**src/rtl/demux_32bit_buf.sv**
```systemverilog
// demux_32bit_buf
//   One-to-two router with a small FIFO per output channel. Each accepted
//   producer word is steered by `control` (0 -> out1, 1 -> out2) into that
//   channel's FIFO, so a stalled consumer never blocks the other channel.
//
// Ports:
//   clk, rst_n              rising-edge clock, async active-low reset
//   control                 route select, sampled only in the push cycle
//   in_valid/in_data        producer word
//   in_ready                selected FIFO is not full (combinational)
//   outK_valid/outK_data    FIFO K non-empty / head entry
//   outK_ready              consumer K accepts the head entry
//   outK_count              occupancy of FIFO K
module demux_32bit_buf #(
  parameter int WIDTH = 32,
  parameter int DEPTH = 2
) (
  input  logic                       clk,
  input  logic                       rst_n,
  input  logic                       control,
  input  logic                       in_valid,
  input  logic [WIDTH-1:0]           in_data,
  output logic                       in_ready,
  output logic                       out1_valid,
  output logic [WIDTH-1:0]           out1_data,
  input  logic                       out1_ready,
  output logic                       out2_valid,
  output logic [WIDTH-1:0]           out2_data,
  input  logic                       out2_ready,
  output logic [$clog2(DEPTH):0]     out1_count,
  output logic [$clog2(DEPTH):0]     out2_count
);

  localparam int AW = $clog2(DEPTH);
  localparam int CW = AW + 1;
  localparam logic [CW-1:0] FULL = CW'(DEPTH);

  // Index 0 is the out1 FIFO, index 1 is the out2 FIFO.
  logic [WIDTH-1:0] mem_q  [2][DEPTH];
  logic [AW-1:0]    wptr_q [2];
  logic [AW-1:0]    rptr_q [2];
  logic [CW-1:0]    cnt_q  [2];
  logic [CW-1:0]    cnt_d  [2];
  logic [1:0]       push;
  logic [1:0]       pop;

  // Full/empty come from the occupancy counts, never from pointer compare.
  assign in_ready   = control ? (cnt_q[1] != FULL) : (cnt_q[0] != FULL);
  assign out1_valid = (cnt_q[0] != '0);
  assign out2_valid = (cnt_q[1] != '0);
  assign out1_data  = mem_q[0][rptr_q[0]];
  assign out2_data  = mem_q[1][rptr_q[1]];
  assign out1_count = cnt_q[0];
  assign out2_count = cnt_q[1];

  always_comb begin
    push    = '0;
    pop     = '0;
    push[0] = in_valid & in_ready & ~control;
    push[1] = in_valid & in_ready &  control;
    pop[0]  = out1_valid & out1_ready;
    pop[1]  = out2_valid & out2_ready;
    for (int unsigned ch = 0; ch < 2; ch++) begin
      cnt_d[ch] = cnt_q[ch];
      if (push[ch] && !pop[ch])
        cnt_d[ch] = cnt_q[ch] + 1'b1;
      else if (!push[ch] && pop[ch])
        cnt_d[ch] = cnt_q[ch] - 1'b1;
    end
  end

  always_ff @(posedge clk or negedge rst_n) begin
    if (!rst_n) begin
      for (int unsigned ch = 0; ch < 2; ch++) begin
        wptr_q[ch] <= '0;
        rptr_q[ch] <= '0;
        cnt_q[ch]  <= '0;
        for (int unsigned i = 0; i < DEPTH; i++)
          mem_q[ch][i] <= '0;
      end
    end else begin
      for (int unsigned ch = 0; ch < 2; ch++) begin
        if (push[ch]) begin
          mem_q[ch][wptr_q[ch]] <= in_data;
          wptr_q[ch]            <= wptr_q[ch] + 1'b1;
        end
        if (pop[ch])
          rptr_q[ch] <= rptr_q[ch] + 1'b1;
        cnt_q[ch] <= cnt_d[ch];
      end
    end
  end

endmodule

```
**config.mk**
```make
export PLATFORM = sky130hd
export DESIGN_NAME = demux_32bit_buf
export DESIGN_NICKNAME = d
export VERILOG_FILES = /design/src/rtl/demux_32bit_buf.sv
export SDC_FILE = /design/constraint.sdc
export NUM_CORES = 1
export LEC_CHECK = 0
export ABC_AREA = 1
export CAP_MARGIN = 10
export CORE_ASPECT_RATIO = 0.9
export CORE_MARGIN = 4
export CORE_UTILIZATION = 54
export CTS_CLUSTER_DIAMETER = 30
export CTS_CLUSTER_SIZE = 20
export DETAILED_ROUTE_END_ITERATION = 12
export HOLD_SLACK_MARGIN = 0.12
export PLACE_DENSITY = 0.87
export SYNTH_ARGS = -nofsm -noshare
export SYNTH_HDL_FRONTEND = slang
export SYNTH_SLANG_ARGS = --single-unit
```
**constraint.sdc**
```tcl
create_clock -name clk -period 2.55 [get_ports clk]
set_input_delay 0.51 -clock clk [delete_from_list [all_inputs] [get_ports clk]]
set_output_delay 0.51 -clock clk [all_outputs]
set_load 0.01 [all_outputs]
```
==> impl_metrics.yaml <==
status:
  status: "finished, final reports clean"
clocking:
  cts-buffers-inserted: 17
  clock_latency_ns: 0.41
  h-tree-depth: 4
  clkSlewWorstSetupHoldPaths_ns: 0.06
  cts_sinks: 136
  cts_tree: "yes"
  clock_path_buffers: 2
  root_buffer: "clkbuf_16"
timing:
  holdWs_ns: 0.499
  relSlewSlack_pct: 59.7
  setup-violations-final: 0
  fmax_ghz: 0.400
  finalSetupTns_ns: 0
  worst_slack_ns: 0.0482
  grt_setup_unrepaired: "no"
  final_max_slew_viol_count: 0
  finalHoldViolCount: 0
  min_period_ns: 2.50
  clock_skew_ns: 0.0139
  tightest_slew_ns: 0.603
  finalCritPeriodShare_pct: 98.1
critical_path:
  crit_chain: "buf_12, o21ai_0, clkdlybuf4s50_1"
  required_ns: 2.04
  max_stage_delay_ns: 0.62
  cp_data_arrival_time_ns: 1.99
  endpoint_kind: "output pin"
  crit_path_max_fanout: 40
  cp_slowest_cell: "clkdlybuf4s50_1"
  cp_num_buf_inv: 2
  path_class: "reg -> out"
  start_kind: "flip-flop"
  cp_top_family: "buffers and inverters"
placed_design:
  place.gp.congestion: 0.796
  io_buffers: 108
  hpwl_mm: 10.1
  dp_slack_ns: 0.158
logic_synthesis:
  synthFlopType: "dfrtp_1"
  syn_nets: 838
  netlist_area_mm2: 0.00668
  ys_seq_area_share_pct: 51.0
  synth.avg_cell_area_um2: 8.37
  ys_warn_count: 0
  yosysUniqueCellTypes: 22
  synth-simple-area-share_pct: 18.0
  synth_edf_count: 0
  synth-xor-area-share_pct: 1.05
  async_flop_share_pct: 100
  muxShareOfSynthArea_pct: 0
  synth_top_family_by_area: "compound AO/OA/AOI/OAI gates"
  synth_fa_ha_area_share_pct: 0.375
  synth_seq_cells: 136
  netlist_instances: 798
  synth_compound_area_share_pct: 19.4
flow_run:
  maxCapViolations: 0
floorplan:
  die_h_um: 113
  coreArea_mm2: 0.0121
  num_rows: 38
  start_util_pct: 55.3
  design.die.area_mm2: 0.0142
  io_pins: 109
  fp.dieW_um: 125
global_route:
  antenna_found_initial: 0
  grt_pass1_vias: 5618
  grt-ovfl-total: 0
  grt_max_degree: 50
  grt_first_pass_wirelength_mm: 27.2
  grt_use_total_pct: 23.8
layout:
  final_util_pct: 70.7
  antennaDiodeCount: 0
  mostFrequentLayoutCells: "nand2_1, dfrtp_1, o21ai_0, clkdlybuf4s50_1, inv_1"
  drive_gt1_share_pct: 11.9
  fin_nets: 940
  synthToLayoutAreaGrowth_pct: 27.9
  final_common_cell: "nand2_1"
route:
  wl_mm: 16.1
  drtPass1Iterations: 5
  dr_total_vias: 5468
  drc: 0
  postRouteAntennaNets: 0
  viasPerCell: 5.10
  first_iter_violations: 430
  avgRoutedWirePerCell_um: 15.0
pwr:
  max-vdd-ir-drop_mv: 0.859
  leakagePower_nw: 4.09
  power_density_mw_per_mm2: 1380
hold_path:
  hold_path.class: "reg -> reg"
==> registers in the layout, indices dropped and copies added (netlist names) <==
register,cells
mem_q,128
out1_count,2
out2_count,2
rptr_q,2
wptr_q,2
==> synth_stat cells, drive strengths merged, types with 2 or more instances <==
cell type  instances  area share (%)
buf               33             3.4
xnor2              4            0.52
inv              106             6.0
o21bai            64             9.4
a21oi              2            0.15
nor2               4            0.60
nand2            293              17
nand3              2            0.52
dfrtp            136              51
clkbuf            16            0.90
xor2               4            0.52
ha                 2            0.37
o21ai            131             9.8
==> per-stage QoR <==
step                area [µm²]  cells  power (mW)
finish                    8540   1073        11.8
global route              8540   1073        12.7
CTS                       8510   1071        11.8
detailed placement        7880   1037        9.24
global placement          7880   1037        9.06
floorplan                 6680    798        6.73
==> routing by layer <==
metal  vias up  GRT usage, %  routed length, µm
met5         -             0                  0
met4         0          8.60                198
met3        13          5.15                875
met2       170          39.1               7800
met1      2609          31.5               7270
li1       2676             -                  -
==> final timing paths <==
kind,startpoint,end,cells after the start,slack (ns)
min reg2reg,mem_q[5],mem_q[5],2,0.50
min,mem_q[5],mem_q[5],2,0.50
max reg2reg,out2_count[0],mem_q[37],7,0.81
max,rptr_q[1],out1_data[17],3,0.05
min in group asynchronous,rst_n,out1_count[1],2,0.60
max in group asynchronous,rst_n,mem_q[96],3,1.28
==> area by class of cell <==
type / count / area, µm²
clock buffers: 22 / 494
multi-input cells: 507 / 2590
flip-flops and latches: 136 / 3410
well taps: 160 / 200
inverters: 106 / 398
repair buffers: 132 / 1330
fillers: 878 / 3530
clock inverters: 10 / 118
==> worst reg2reg max path, cell delays in order (launching register included) <==
cell     delay (ns)
dfrtp_1        0.41
inv_2          0.12
nand3_4        0.11
nand3_4        0.08
buf_4          0.37
nor2_4         0.05
buf_4          0.23
o21ai_0        0.26
==> repair_timing <==
action	in CTS	in global routing
setup buffers	1	2
endpoints found under the setup margin	17	12
resized for setup	1	0
hold buffers	1	0
endpoints found under the hold margin	44	0
==> power by group <==
| part | switching [mW] | leakage [nW] | internal (mW) |
|---|---|---|---|
| combinational | 2.92 | 2.14 | 2.67 |
| clock | 0.901 | 0.290 | 1.57 |
| sequential | 0.526 | 1.66 | 3.24 |
| total | 4.35 | 4.09 | 7.48 |
==> logic make-up (layout without fill, tap and decap cells) <==
family / Yosys count / after routing
and+or+nand+nor: 300 / 300
AOI/OAI and AO/OA: 197 / 197
buffers and inverters: 155 / 270
DFF: 136 / 136
xor gates and xnor gates: 8 / 8
adders and majority gates: 2 / 2
Note: power is estimated with default switching activity, not from simulation.
